[src/rtl/mem_arbiter.sv]
// mem_arbiter: two-master refill-port arbiter with burst-locked grant.
// Define ARB_ROUND_ROBIN_EN for round-robin; default is D-side priority.
module mem_arbiter #(
  parameter int ADR_WIDTH  = 32,
  parameter int DATA_WIDTH = 32,
  parameter int BURST_LEN  = 4
) (
  input  logic                  clk,
  input  logic                  rst,
  input  logic                  req_ic2arb,
  input  logic [ADR_WIDTH-1:0]  adr_ic2arb,
  output logic                  ack_arb2ic,
  output logic [DATA_WIDTH-1:0] dat_arb2ic,
  input  logic                  req_dc2arb,
  input  logic [ADR_WIDTH-1:0]  adr_dc2arb,
  output logic                  ack_arb2dc,
  output logic [DATA_WIDTH-1:0] dat_arb2dc,
  output logic                  req_arb2mem,
  output logic [ADR_WIDTH-1:0]  adr_arb2mem,
  input  logic                  ack_mem2arb,
  input  logic [DATA_WIDTH-1:0] dat_mem2arb
);

  localparam int CNT_W = $clog2(BURST_LEN);
  localparam logic [CNT_W-1:0] LAST_BEAT = CNT_W'(BURST_LEN - 1);

  localparam logic [1:0] S_IDLE    = 2'd0;
  localparam logic [1:0] S_BURST   = 2'd1;
  localparam logic [1:0] S_RELEASE = 2'd2;

  logic [1:0]       r_state;
  logic             r_grant_dc;
  logic [CNT_W-1:0] r_cnt;

  logic w_any_req;
  logic w_win_dc;
  logic w_in_burst;
  logic w_sel_ic;
  logic w_sel_dc;

  assign w_any_req = req_ic2arb | req_dc2arb;

`ifdef ARB_ROUND_ROBIN_EN
  // r_last_dc remembers the side granted last; contention favours the other
  logic r_last_dc;

  always_comb begin
    w_win_dc = req_dc2arb;
    if (req_dc2arb && req_ic2arb)
      w_win_dc = ~r_last_dc;
  end

  always_ff @(posedge clk or posedge rst) begin
    if (rst)
      r_last_dc <= 1'b0;
    else if (r_state == S_IDLE && w_any_req)
      r_last_dc <= w_win_dc;
  end
`else
  assign w_win_dc = req_dc2arb;
`endif

  always_ff @(posedge clk or posedge rst) begin
    if (rst) begin
      r_state     <= S_IDLE;
      r_grant_dc  <= 1'b0;
      r_cnt       <= '0;
      req_arb2mem <= 1'b0;
      adr_arb2mem <= '0;
    end else begin
      unique case (r_state)
        S_IDLE: begin
          if (w_any_req) begin
            r_state     <= S_BURST;
            r_grant_dc  <= w_win_dc;
            adr_arb2mem <= w_win_dc ? adr_dc2arb : adr_ic2arb;
            req_arb2mem <= 1'b1;
            r_cnt       <= '0;
          end
        end
        S_BURST: begin
          // bursts cannot be aborted, so requester req is ignored here
          if (ack_mem2arb) begin
            r_cnt <= r_cnt + CNT_W'(1);
            if (r_cnt == LAST_BEAT) begin
              req_arb2mem <= 1'b0;
              r_state     <= S_RELEASE;
            end
          end
        end
        S_RELEASE: r_state <= S_IDLE;
        default:   r_state <= S_IDLE;
      endcase
    end
  end

  assign w_in_burst = (r_state == S_BURST);
  assign w_sel_ic   = w_in_burst & ~r_grant_dc;
  assign w_sel_dc   = w_in_burst &  r_grant_dc;

  assign ack_arb2ic = w_sel_ic & ack_mem2arb;
  assign ack_arb2dc = w_sel_dc & ack_mem2arb;
  assign dat_arb2ic = w_sel_ic ? dat_mem2arb : '0;
  assign dat_arb2dc = w_sel_dc ? dat_mem2arb : '0;

endmodule

[config.mk]
export PLATFORM = sky130hd
export DESIGN_NAME = mem_arbiter
export DESIGN_NICKNAME = d
export VERILOG_FILES = /design/src/rtl/mem_arbiter.sv
export SDC_FILE = /design/constraint.sdc
export NUM_CORES = 1
export LEC_CHECK = 0
export BUFFER_PORTS_ARGS = -buffer_cell sky130_fd_sc_hd__clkbuf_2
export CAP_MARGIN = 20
export CELL_PAD_IN_SITES_DETAIL_PLACEMENT = 2
export CELL_PAD_IN_SITES_GLOBAL_PLACEMENT = 2
export CORE_ASPECT_RATIO = 0.6
export CORE_MARGIN = 2
export CORE_UTILIZATION = 22
export CTS_BUF_LIST = sky130_fd_sc_hd__clkbuf_8 sky130_fd_sc_hd__clkbuf_16
export CTS_CLUSTER_SIZE = 8
export DETAILED_ROUTE_END_ITERATION = 12
export GPL_TIMING_DRIVEN = 0
export PLACE_DENSITY_LB_ADDON = 0.1
export SLEW_MARGIN = 10
export SYNTH_ARGS = -nofsm -noshare
export SYNTH_HDL_FRONTEND = slang
export SYNTH_SLANG_ARGS = --single-unit
export TNS_END_PERCENT = 5
[constraint.sdc]
create_clock -name clk -period 4 [get_ports clk]
set_input_delay 0.8 -clock clk [delete_from_list [all_inputs] [get_ports clk]]
set_output_delay 0.8 -clock clk [all_outputs]
set_load 0.02 [all_outputs]
Word-level counts from Yosys, hierarchy flattened
Index checks and enable logic that the tools add are counted.
{"block": "totals", "register_bits": 38, "inputBits": 101}
{"block": "op_classes", "reduce_logical": 6, "bitwise_logic": 6, "n_mux": 14, "n_addsub": 1, "eq_ne": 5}
{"operator": "$mux 32", "n": 3}
{"operator": "$mux 2", "n": 5}
{"operator": "$pmux 2 s2", "n": 2}
{"operator": "$reduce_and 3->1", "n": 2}
{"operator": "$and 1x1->1", "n": 4}
{"operator": "$ne 2x2->1 const B", "n": 2}
{"operator": "$reduce_and 4->1", "n": 1}
{"operator": "$mux 1", "n": 3}
{"operator": "$add 2x1->2 const B", "n": 1}
{"operator": "$eq 2x1->1 const B", "n": 1}
{"operator": "$eq 2x2->1 const B", "n": 1}
{"operator": "$logic_not 2->1", "n": 1}
{"operator": "$ne 2x1->1 const B", "n": 1}
{"operator": "$pmux 1 s2", "n": 1}
{"operator": "$reduce_and 2->1", "n": 1}
{"operator": "$reduce_bool 2->1", "n": 1}
{"operator": "$not 1->1", "n": 1}
{"operator": "$or 1x1->1", "n": 1}

Logic depth before layout (Yosys ltp)
Gate-level depths: netlist of run 1.
{"block": "logic_depth", "depth_word": 4, "mapped_depth": 5}

Worst setup path before layout of run 1
Ideal clock, no wire load.
{"block": "synth_path", "kind": "register to output", "start": "reg r_state[1]", "end": "out dat_arb2ic[10]", "path_stages_with_launch": 5, "path_buffers": 1, "arrival_ns": 1.221, "setup_slack_ns": 1.979, "path_cell_list": "dfrtp_1 > nand2b_1 > nor2_1 > clkbuf_2 > and2_1"}
{"block": "synth_between", "elab_chain_cells": 3}
{"item": "from (decl)", "line_no": "31", "text": "logic [1:0] r_state;"}
{"item": "from (signal assigned)", "line_no": "65", "text": "r_state <= S_IDLE;"}
{"item": "from (signal assigned)", "line_no": "74", "text": "r_state <= S_BURST;"}
{"item": "from (signal assigned)", "line_no": "87", "text": "r_state <= S_RELEASE;"}
{"item": "$eq 2x1->1", "line_no": "97", "text": "assign w_in_burst = (r_state == S_BURST);"}
{"item": "$and 1x1->1", "line_no": "98", "text": "assign w_sel_ic = w_in_burst & ~r_grant_dc;"}
{"item": "$mux 32", "line_no": "103", "text": "assign dat_arb2ic = w_sel_ic ? dat_mem2arb : '0;"}
{"item": "to (decl)", "line_no": "13", "text": "output logic [DATA_WIDTH-1:0] dat_arb2ic,"}
Every way passes these cells.

Worst setup path in the final report of run 1
{"block": "layout_path", "start": "reg r_state[1]", "end": "out dat_arb2ic[15]"}
Same word-level chain as after synthesis.

==> reports/metrics.csv, run 1 <==
stage,metric,value,unit
synthesis,syn_area_per_cell,11.4,µm²
worst_setup_path,path_max_fanout,10,
sta,clock_skew,0.00405,ns
placement,port_buffers,198,
detailed_routing,vias_per_cell,4.30,
detailed_routing,drtIter0Drc,41,
detailed_routing,post_drt_wl_per_cell,15.5,µm
worst_hold_path,hp-class,in -> async,
cells_and_area,multi_input_area,0.00127,mm²
sta,final.min_clock_period,2.73,ns
clock_network,cts.sink_count,38,
worst_setup_path,timing.rr.start,r_state[1],
synthesis,ys_ff_latch,38,
grt,grt_start_max_net_pins,25,
sta,fin_setup_tns,0,ns
worst_setup_path,cp_top_family,simple AND/OR/NAND/NOR gates,
placement,place_hpwl,7.22,mm
synthesis,synth_nets,308,
detailed_routing,wirelength,8.51,mm
power,swShare,0.463,
power,pwr-share-comb,0.609,
worst_setup_path,worstPathArrival,1.93,ns
worst_setup_path,critPathKind,reg -> out,
die,num_rows,29,
synthesis,syn_area,0.00234,mm²
placement,place_congestion,0.731,
power,p_int,1.48,mW
sta,layout_setup_ws,1.27,ns
sta,finalCritPeriodShare,0.684,
grt,grt.overflow.total,0,
sta,slew_viol_final,0,
cells_and_area,layout-drive-gt1-share,0.686,
placement,place_ws,1.48,ns
placement,place_area,0.00353,mm²
cells_and_area,syn_to_final_growth,56.5,%
clock_network,cts_made_buffers,5,
worst_setup_path,crit_path_top_delay_cell,dfrtp_1,
synthesis,muxShareOfSynthArea,0.307,
power,p_clk_frac,0.139,
worst_setup_path,crit_top_cell,clkbuf_2,
clock_network,path_clk_slew,0.06,ns
grt,track_usage,0.150,
die,die-area,0.0115,mm²
clock_network,clk_latency,0.28,ns
power,vdd_ir_drop_max,0.000209,V
power,seqPwrFrac,0.252,
worst_setup_path,crit_chain,nand2b_1 -> nor2_1 -> clkbuf_2 -> and2_1 -> clkbuf_2,
cells_and_area,seq_area,951,µm²
synthesis,synth_xor_area_frac,0,
power,power_leakage,2.01,nW
sta,rsz0062_at_grt,no,
die,top_level_ports,200,
sta,setup_violations,0,
die,die_w,137,µm
synthesis,ys.warnings.count,0,
synthesis,synth_top_family_by_area,multiplexers,
clock_network,post-cts-setup-buffer-count,0,
worst_setup_path,r2r_cells,3,
power,pwr_density_cell,749,mW/mm²
clock_network,cts_buffer_depth,2,
synthesis,syn_inst,206,
flow_run,maxCapViolCount,0,
worst_setup_path,cp_num_buf_inv,2,
die,core,0.0105,mm²
grt,antenna_found_initial,0,
worst_setup_path,endpoint_kind,output pin,
grt,grt_pass1_wl,13.6,mm
worst_setup_path,timing.rr.end,adr_arb2mem[20],
detailed_routing,dr_total_vias,2365,
cells_and_area,fillers,1220,
clock_network,cts_resized,0,
worst_setup_path,max_stage_delay,0.45,ns
grt,first_global_vias,2662,
worst_setup_path,rrSetupSlack,2.49,ns
clock_network,root_buffer,clkbuf_16,
detailed_routing,ant_nets,0,
sta,clock.fmax,0.366,GHz
synthesis,synth_fa_ha_area_frac,0.00534,
clock_network,htree_num_levels,2,
clock_network,hold_buffers,0,
sta,relSlewSlack,0.679,
synthesis,synth_simple_gate_area_frac,0.209,
synthesis,synth-compound-area-share,0.0197,
cells_and_area,antennaDiodeCount,0,
outcome,outcome,completed,
cells_and_area,fin_area,0.00367,mm²
die,start_util,0.224,
sta,max_slew.worst_pin.slew,0.477,ns
sta,hold_viol,0,
synthesis,ys_types,22,
worst_setup_path,critPathLaunchType,flip-flop,
synthesis,yosysSeqAreaShare,0.406,
die,die_h,84.0,µm
power,switching_power,1.27,mW
detailed_routing,drc,0,
worst_setup_path,required,3.20,ns
clock_network,cts_tree,built,
detailed_routing,dr.pass1.iters,3,
cells_and_area,finish.net_count,514,
cell families (layout without fill, tap and decap cells):
group / after synthesis / in the layout
AND/OR/NAND/NOR: 78 / 78
multiplexers: 64 / 64
flip-flops: 38 / 38
buffers and inverters: 18 / 223
AO/OA/AOI/OAI: 7 / 7
adder cells (fa/ha/maj): 1 / 1
cells in the mapped netlist (all sizes together):
cell,n,area (µm²)
a31o,1,8.76
mux2,64,721
nor3,1,16.3
and2b,1,7.51
and2,33,206
o21ai,2,10.0
nand2,3,11.3
inv,2,7.51
a21oi,2,10.0
dfrtp,38,951
a22o,1,8.76
nand2b,1,6.26
and3,34,213
nor2,4,22.5
buf,7,78.8
ha,1,12.5
o311ai,1,8.76
nand3b,1,7.51
clkbuf,9,37.5
metrics by stage:
stage | power [mW] | std cells | util | hold slack (ns)
finish | 2.75 | 550 | 0.350 | 0.479
global route | 2.95 | 550 | 0.350 | 0.493
CTS | 2.80 | 550 | 0.350 | 0.485
detailed placement | 2.40 | 544 | 0.337 | 0.487
global placement | 2.36 | 543 | 0.335 | 0.474
floorplan | 1.77 | 206 | - | 0.459
cells in the final DEF (no fill, tap or decap), drive strengths merged, types with 2 or more instances in the layout:
cell	instances
clkbuf	213
mux2	64
dfrtp	38
and3	34
and2	33
buf	8
nor2	4
nand2	3
o21ai	2
a21oi	2
inv	2
per-layer routing:
layer  share of wire  global-route usage  routed length [µm]
met3           0.072              0.0474                 612
met1            0.46               0.196                3940
met4          0.0085              0.0262                  72
met2            0.46               0.246                3890
met5               0                   0                   0
flip-flops by register name, summed over array words and instances, names as in the netlist:
register and cells:
r_grant_dc 1, req_arb2mem 1, r_cnt 2, adr_arb2mem 32, r_state 2
power groups by stage:
stage / clock network [mW] / registers (mW) / logic, mW
floorplan: 0 / 0.896 / 0.871
finish: 0.383 / 0.692 / 1.67
global placement: 0 / 0.689 / 1.67
detailed placement: 0 / 0.701 / 1.70
CTS: 0.401 / 0.698 / 1.70
global route: 0.419 / 0.725 / 1.80
worst register-to-register path, cell delays in order (launching register included):
cell     delay, ns
dfrtp_1       0.45
nor3_4        0.37
buf_6         0.22
mux2_2        0.34
how the worst max path moves through the flow:
stage	startpoint	end	slack, ns	cells after the start
3_3_place_gp	r_state[1]	dat_arb2ic[17]	1.56	5
2_1_floorplan	r_state[1]	dat_arb2ic[10]	1.98	4
5_1_grt	r_state[1]	dat_arb2ic[15]	1.05	5
4_1_cts	r_state[1]	dat_arb2ic[17]	1.18	5
3_5_place_dp	r_state[1]	dat_arb2ic[17]	1.48	5
6_report	r_state[1]	dat_arb2ic[15]	1.27	5
final cells by class:
cell class                 count  share of cell area
timing repair buffer         199               0.276
sequential                    38               0.259
inverter                       2             0.00205
clock buffer                   6              0.0379
buffer                        16              0.0317
multi-input combinational    150               0.346
tap                          139              0.0474
(Power assumes the default switching activity.)
==> run 2: changes to the inputs <==
- CORE_UTILIZATION: 22 -> 18
- clock period: 4 -> 2.2 ns (I/O delays scaled with it)
==> run 2 against run 1 <==
  * Sequential share of layout area fell by 0.54 points
  * Clock power up 93%
  * Hold slack improved by 0.011 ns
  * Combinational power is 85% higher
  * Total power up 85%
  * Critical path type unchanged
  * Clock skew grew 0.0021 ns
==> reports/metrics.csv, run 2 (synthesis results as in run 1) <==
stage,metric,value,unit,change
cells_and_area,seq_area,952,µm²,was 951 µm²
detailed_routing,wirelength,8.82,mm,was 8.51 mm
placement,dp_cells,575,,was 544
grt,grt.overflow.total,0,,unchanged
flow_run,maxCapViolCount,0,,unchanged
worst_setup_path,critPathKind,reg -> out,,unchanged
detailed_routing,dr_total_vias,2386,,was 2365
cells_and_area,regMostFlops,adr_arb2mem,,unchanged
clock_network,path_clk_slew,0.06,ns,about the same
worst_setup_path,endpoint_kind,output pin,,unchanged
cells_and_area,largest_reg_flops,32,,unchanged
cells_and_area,final_util,0.294,,was 0.350
detailed_routing,drtIter0Drc,42,,was 41
clock_network,cts.sink_count,38,,unchanged
clock_network,cts_made_buffers,5,,unchanged
sta,rsz0062_at_grt,no,,unchanged
worst_setup_path,critPathLaunchType,flip-flop,,unchanged
sta,slew_viol_final,0,,unchanged
detailed_routing,ant_nets,0,,unchanged
cells_and_area,syn_to_final_growth,60.0,%,was 56.5%
power,vdd_ir_drop_max,0.000336,V,was 0.000209 V
clock_network,cts_buffer_depth,2,,unchanged
cells_and_area,final_cells,584,,was 550
worst_hold_path,hp-class,in -> reg,,was in -> async
sta,setup_violations,0,,unchanged
cells_and_area,fin_area,0.00375,mm²,was 0.00367 mm²
clock_network,htree_num_levels,2,,unchanged
cells_and_area,largest_registers,"adr_arb2mem x32, r_cnt x2, r_state x2",,unchanged
sta,clock_skew,0.00614,ns,was 0.00405 ns
detailed_routing,dr.pass1.iters,4,,was 3
placement,place_hpwl,7.30,mm,was 7.22 mm
detailed_routing,drc,0,,unchanged
worst_setup_path,required,1.76,ns,was 3.20 ns
grt,first_global_vias,2663,,was 2662
die,die_h,92.4,µm,was 84.0 µm
grt,antenna_found_initial,0,,unchanged
cells_and_area,final_cell_mix,"199 x clkbuf_2, 63 x mux2_2, 37 x dfrtp_1",,"was 201 x clkbuf_2, 63 x mux2_2, 38 x dfrtp_1"
cells_and_area,fillers,1455,,was 1220
sta,clock.fmax,0.480,GHz,
sta,final.min_clock_period,2.09,ns,
worst_setup_path,path_max_fanout,10,,unchanged
sta,fin_setup_tns,0,ns,unchanged
grt,grt_start_max_net_pins,36,,was 25
die,top_level_ports,200,,unchanged
placement,port_buffers,198,,unchanged
placement,place_congestion,0.697,,was 0.731
die,num_rows,32,,was 29
die,die_w,151,µm,was 137 µm
worst_setup_path,worstPathArrival,1.65,ns,was 1.93 ns
cells_and_area,antennaDiodeCount,0,,unchanged
outcome,outcome,completed,,unchanged
die,start_util,0.184,,was 0.224
cells_and_area,layout-drive-gt1-share,0.700,,was 0.686
sta,relSlewSlack,0.700,,was 0.679
cells_and_area,finish.net_count,515,,was 514
sta,finalCritPeriodShare,0.948,,
power,power_leakage,2.03,nW,was 2.01 nW
grt,track_usage,0.132,,was 0.150
sta,hold_viol,0,,unchanged
grt,grt_pass1_wl,14.3,mm,was 13.6 mm
detailed_routing,post_drt_wl_per_cell,15.1,µm,was 15.5 µm
clock_network,clk_latency,0.28,ns,about the same
sta,whs,0.490,ns,was 0.479 ns
placement,place_area,0.00357,mm²,was 0.00353 mm²
die,die-area,0.0140,mm²,was 0.0115 mm²
die,core,0.0128,mm²,was 0.0105 mm²
detailed_routing,vias_per_cell,4.09,,was 4.30
power,pwr_density_cell,1360,mW/mm²,was 749 mW/mm²
clock_network,root_buffer,clkbuf_16,,unchanged
sta,max_slew.worst_pin.slew,0.445,ns,was 0.477 ns
cells_and_area,multi_input_area,0.00128,mm²,was 0.00127 mm²
cells_and_area,layout_commonest_cell,clkbuf_2,,unchanged
clock_network,cts_tree,built,,unchanged
## run 2: per-layer routing
layer	global-route usage	part of all wire	vias to the layer above
li1	-	-	1138
met1	0.167	0.43	1153
met2	0.214	0.47	87
met3	0.0498	0.092	8
met4	0.0265	0.010	0
met5	0	0	-
## run 2: worst paths after layout
path | startpoint | to | slack [ns] | depth (start not counted)
hold reg to reg | adr_arb2mem[7] | adr_arb2mem[7] | 0.50 | 1
setup / recovery | r_state[0] | dat_arb2dc[18] | 0.11 | 4
hold / removal | req_ic2arb | r_grant_dc | 0.49 | 3
max in group asynchronous | rst | r_state[1] | 1.22 | 4
setup reg to reg | r_state[0] | adr_arb2mem[2] | 0.71 | 3
min in group asynchronous | rst | adr_arb2mem[23] | 0.56 | 3
## run 2: where the power goes
| group | total [mW] | switching, mW | internal [mW] |
|---|---|---|---|
| Sequential | 1.26 | 0.212 | 1.05 |
| Clock | 0.738 | 0.289 | 0.449 |
| Combinational | 3.09 | 1.86 | 1.23 |
## run 2: final cells by class
class	count	share of cell area
plain buffers	16	0.0340
clock buffers	6	0.0370
clock inverters	2	0.00334
inverters	2	0.00200
multi-input cells	150	0.341
flip-flops and latches	38	0.254
well taps	170	0.0567
repair buffers	200	0.272
## run 2: metrics by stage
stage          total power [mW]  setup slack, ns
6_report                   5.09            0.115
5_1_grt                    5.51          0.00346
4_1_cts                    5.21           0.0599
3_5_place_dp               4.38            0.164
3_3_place_gp               4.34            0.149
2_1_floorplan              3.21            0.539
## run 2: critical path, cell delays in order, from the launching register on
cell,delay [ns]
dfrtp_1,0.49
and2b_2,0.27
buf_2,0.24
and3_1,0.19
clkbuf_2,0.17
## run 2: what timing repair did
action / 4_1_cts / 5_1_grt
buffers inserted: 0 / 0
gates resized for setup: 9 / 5
hold buffers: 1 / 0
setup endpoints to repair: 60 / 50
gates cloned: 0 / 0
hold endpoints to repair: 3 / 0
==> run 3: changes to the inputs <==
- ABC_AREA: default -> 1
- CORE_UTILIZATION: 18 -> 19
- REMOVE_ABC_BUFFERS: default -> 1
- clock period: 2.2 -> 2.27 ns (I/O delays scaled with it)
==> run 3 against run 2 <==
  * Hold slack worse by 0.43 ns
  * First-iteration DRC count down 40%
  * Global-route usage up 0.97 points
  * Clock skew down 0.0019 ns
  * Sequential share of layout area down 0.90 points
  * Register-to-register slack worse by 0.02 ns
  * Worst setup slack better by 0.11 ns
  * Clock power down 7.0%
  * Synthesized cell count up 86%
  * Largest power group unchanged
  * Highest routed layer unchanged
==> reports/metrics.csv, run 3 <==
stage,metric,value,unit,change
outcome,outcome,completed,,unchanged
sta,rsz0062_at_grt,no,,unchanged
placement,place_area,0.00370,mm²,was 0.00357 mm²
cells_and_area,largest_registers,"adr_arb2mem x32, r_cnt x2, r_state x2",,unchanged
power,pwr-share-comb,0.624,,was 0.607
synthesis,yosysMostFrequentCell,nand2_1,,was mux2_2
detailed_routing,dr.pass1.iters,4,,unchanged
synthesis,synth_fa_ha_area_frac,0.00482,,was 0.00534
synthesis,synth_top_flop_cell,dfrtp_1,,unchanged
detailed_routing,drc,0,,unchanged
placement,place_congestion,0.689,,was 0.697
power,p_int,2.37,mW,was 2.73 mW
synthesis,muxShareOfSynthArea,0,,was 0.307
synthesis,yosysTopAreaCell,dfrtp_1,,unchanged
sta,hold_viol,0,,unchanged
synthesis,ys_top_cells_by_area,"dfrtp_1 37%, nand2_1 30%, nor2_4 13%, inv_1 5.9%, nor2_1 5.3%",,"was dfrtp_1 41%, mux2_2 30%, and3_1 9.1%, and2_1 8.8%, buf_6 3.4%"
grt,antenna_found_initial,0,,unchanged
power,pwr_density_cell,1270,mW/mm²,was 1360 mW/mm²
synthesis,syn_inst,384,,was 206
cells_and_area,layout_commonest_cell,nand2_1,,was clkbuf_2
worst_setup_path,crit_chain,inv_1 -> nand2_1 -> or2_4 -> buf_16 -> nor2_4 -> clkbuf_2,,was and2b_2 -> buf_2 -> and3_1 -> clkbuf_2
grt,grt_pass1_wl,16.5,mm,was 14.3 mm
clock_network,cts_made_buffers,5,,unchanged
synthesis,ys_types,17,,was 22
grt,track_usage,0.141,,was 0.132
synthesis,synth_xor_area_frac,0,,unchanged
clock_network,path_clk_slew,0.05,ns,was 0.06 ns
clock_network,clk_latency,0.28,ns,about the same
sta,clock_skew,0.00427,ns,was 0.00614 ns
detailed_routing,drtIter0Drc,25,,was 42
die,core,0.0135,mm²,was 0.0128 mm²
worst_setup_path,path_max_fanout,21,,was 10
worst_setup_path,required,1.82,ns,was 1.76 ns
synthesis,yosysSeqAreaShare,0.366,,was 0.406
synthesis,synth_top_area_frac,0.366,,was 0.406
worst_setup_path,rrSetupSlack,0.69,ns,was 0.71 ns
cells_and_area,final_cells,749,,was 584
cells_and_area,fin_area,0.00388,mm²,was 0.00375 mm²
cells_and_area,fillers,1678,,was 1455
cells_and_area,layout-drive-gt1-share,0.432,,was 0.700
sta,clock.fmax,0.490,GHz,
power,switching_power,2.56,mW,was 2.36 mW
power,p_clk_frac,0.139,,was 0.145
detailed_routing,wirelength,10.3,mm,was 8.82 mm
worst_setup_path,max_stage_delay,0.37,ns,was 0.49 ns
detailed_routing,ant_nets,0,,unchanged
clock_network,root_buffer,clkbuf_16,,unchanged
worst_setup_path,timing.rr.start,r_state[0],,unchanged
die,start_util,0.192,,was 0.184
cells_and_area,antennaDiodeCount,0,,unchanged
grt,grt_start_max_net_pins,40,,was 36
sta,finalCritPeriodShare,0.900,,
grt,grt.overflow.total,0,,unchanged
placement,dp_cells,740,,was 575
worst_hold_path,hp-class,in -> async,,was in -> reg
detailed_routing,post_drt_wl_per_cell,13.8,µm,was 15.1 µm
worst_setup_path,cp_num_buf_inv,3,,was 2
synthesis,syn_area_per_cell,6.76,µm²,was 11.4 µm²
clock_network,cts.sink_count,38,,unchanged
synthesis,synth_top_family_by_area,simple AND/OR/NAND/NOR gates,,was multiplexers
synthesis,synth-compound-area-share,0.00193,,was 0.0197
clock_network,hold_buffers,0,,was 1
worst_setup_path,critPathLaunch,r_state[1],,was r_state[0]
worst_setup_path,timing.rr.end,adr_arb2mem[9],,was adr_arb2mem[2]
grt,first_global_vias,3156,,was 2663
sta,setup_violations,0,,unchanged
die,die_h,94.6,µm,was 92.4 µm
power,power,4.92,mW,was 5.09 mW
worst_setup_path,r2r_cells,5,,was 3
synthesis,synth_edf_count,0,,unchanged
cells_and_area,final_cell_mix,"206 x nand2_1, 198 x clkbuf_2, 40 x inv_1",,"was 199 x clkbuf_2, 63 x mux2_2, 37 x dfrtp_1"
flow_run,maxCapViolCount,0,,unchanged
cells_and_area,syn_to_final_growth,49.5,%,was 60.0%
sta,final.min_clock_period,2.04,ns,
synthesis,synth_top_cells_by_count,"207 x nand2_1, 41 x inv_1, 38 x dfrtp_1",,"was 63 x mux2_2, 38 x dfrtp_1, 34 x and3_1"
power,vdd_ir_drop_max,0.000438,V,was 0.000336 V
sta,max_slew.worst_pin.slew,0.478,ns,was 0.445 ns
synthesis,syn_area,0.00260,mm²,was 0.00234 mm²
worst_setup_path,endpoint_kind,output pin,,unchanged
worst_setup_path,critPathKind,reg -> out,,unchanged
cells_and_area,regMostFlops,adr_arb2mem,,unchanged
synthesis,async_flop_share,1.00,,unchanged
clock_network,cts_tree,built,,unchanged
placement,port_buffers,199,,was 198
worst_setup_path,cp_top_family,buffers and inverters,,was flip-flops
die,die-area,0.0147,mm²,was 0.0140 mm²
synthesis,ys_ff_latch,38,,unchanged
sta,slew_viol_final,0,,unchanged
placement,place_hpwl,8.30,mm,was 7.30 mm
placement,place_ws,-0.962,ns,was 0.164 ns
die,num_rows,33,,was 32
power,seqPwrFrac,0.237,,was 0.248
clock_network,htree_num_levels,2,,unchanged
cells_and_area,finish.net_count,677,,was 515
worst_setup_path,critPathLaunchType,flip-flop,,unchanged
detailed_routing,vias_per_cell,3.93,,was 4.09
sta,layout_setup_ws,0.227,ns,was 0.115 ns
die,die_w,155,µm,was 151 µm
cells_and_area,largest_reg_flops,32,,unchanged
synthesis,synth_simple_gate_area_frac,0.496,,was 0.209
sta,whs,0.0587,ns,was 0.490 ns
worst_setup_path,crit_path_top_delay_cell,dfrtp_1,,unchanged
clock_network,cts_buffer_depth,2,,unchanged
power,power_leakage,2.46,nW,was 2.03 nW
synthesis,ys.warnings.count,0,,unchanged
worst_setup_path,worstPathArrival,1.59,ns,was 1.65 ns
sta,relSlewSlack,0.681,,was 0.700
power,swShare,0.519,,was 0.464
detailed_routing,dr_total_vias,2945,,was 2386
die,top_level_ports,200,,unchanged
run 3: cell types whose count changed after synthesis, sizes merged, moves of 3 or more:
cell / previous run / this run
and3: 34 / 0
nand2: 3 / 208
clkbuf: 9 / 0
nand3: 0 / 3
buf: 7 / 21
nor2: 4 / 67
mux2: 64 / 0
and2: 33 / 0
inv: 2 / 43
run 3: cells by family after synthesis:
logic type / count (synthesis)
AOI/OAI and AO/OA: 1
DFF: 38
and+or+nand+nor: 280
adders and majority gates: 1
buffers and inverters: 64
run 3: worst max-delay path by stage:
stage / cells past startpoint / slack (ns) / to
2_1_floorplan: 3 / -0.94 / ack_arb2ic
3_3_place_gp: 4 / -1.22 / ack_arb2ic
3_5_place_dp: 7 / -0.96 / adr_arb2mem[24]
4_1_cts: 6 / 0.06 / dat_arb2ic[10]
5_1_grt: 7 / 0.11 / dat_arb2dc[25]
6_report: 6 / 0.23 / dat_arb2ic[10]
run 3: stage by stage:
stage / util / setup TNS, ns
after floorplan: - / -19.90
after global placement: 0.269 / -64.90
after detailed placement: 0.274 / -31.25
after CTS: 0.286 / 0
after global routing: 0.288 / 0
final: 0.288 / 0
run 3: power by group through the flow:
stage / sequential, mW / clock (mW) / combinational, mW
2_1_floorplan: 1.48 / 0 / 1.59
4_1_cts: 1.17 / 0.720 / 3.11
3_3_place_gp: 1.16 / 0 / 2.88
3_5_place_dp: 1.17 / 0 / 3.09
5_1_grt: 1.21 / 0.752 / 3.39
6_report: 1.16 / 0.686 / 3.07
run 3: layer usage:
| layer | vias to the layer above | track usage | routed length (µm) | part of all wire |
|---|---|---|---|---|
| met3 | 5 | 0.0422 | 582 | 0.056 |
| met1 | 1391 | 0.192 | 4880 | 0.47 |
| met4 | 0 | 0.0208 | 53 | 0.0051 |
| met5 | - | 0 | 0 | 0 |
| li1 | 1480 | - | - | - |
| met2 | 69 | 0.228 | 4820 | 0.47 |
run 3: timing repair:
item / 4_1_cts / 5_1_grt
resized for setup: 6 / 1
setup endpoints to repair: 56 / 11
buffers inserted: 0 / 3
run 3: cell type report:
cell class | instances | area [µm²] | area share
Sequential cell | 38 | 951 | 0.245
Multi-Input combinational cell | 282 | 1320 | 0.340
Clock buffer | 6 | 139 | 0.0358
Tap cell | 175 | 219 | 0.0564
Inverter | 43 | 171 | 0.0441
Timing Repair Buffer | 205 | 1080 | 0.279
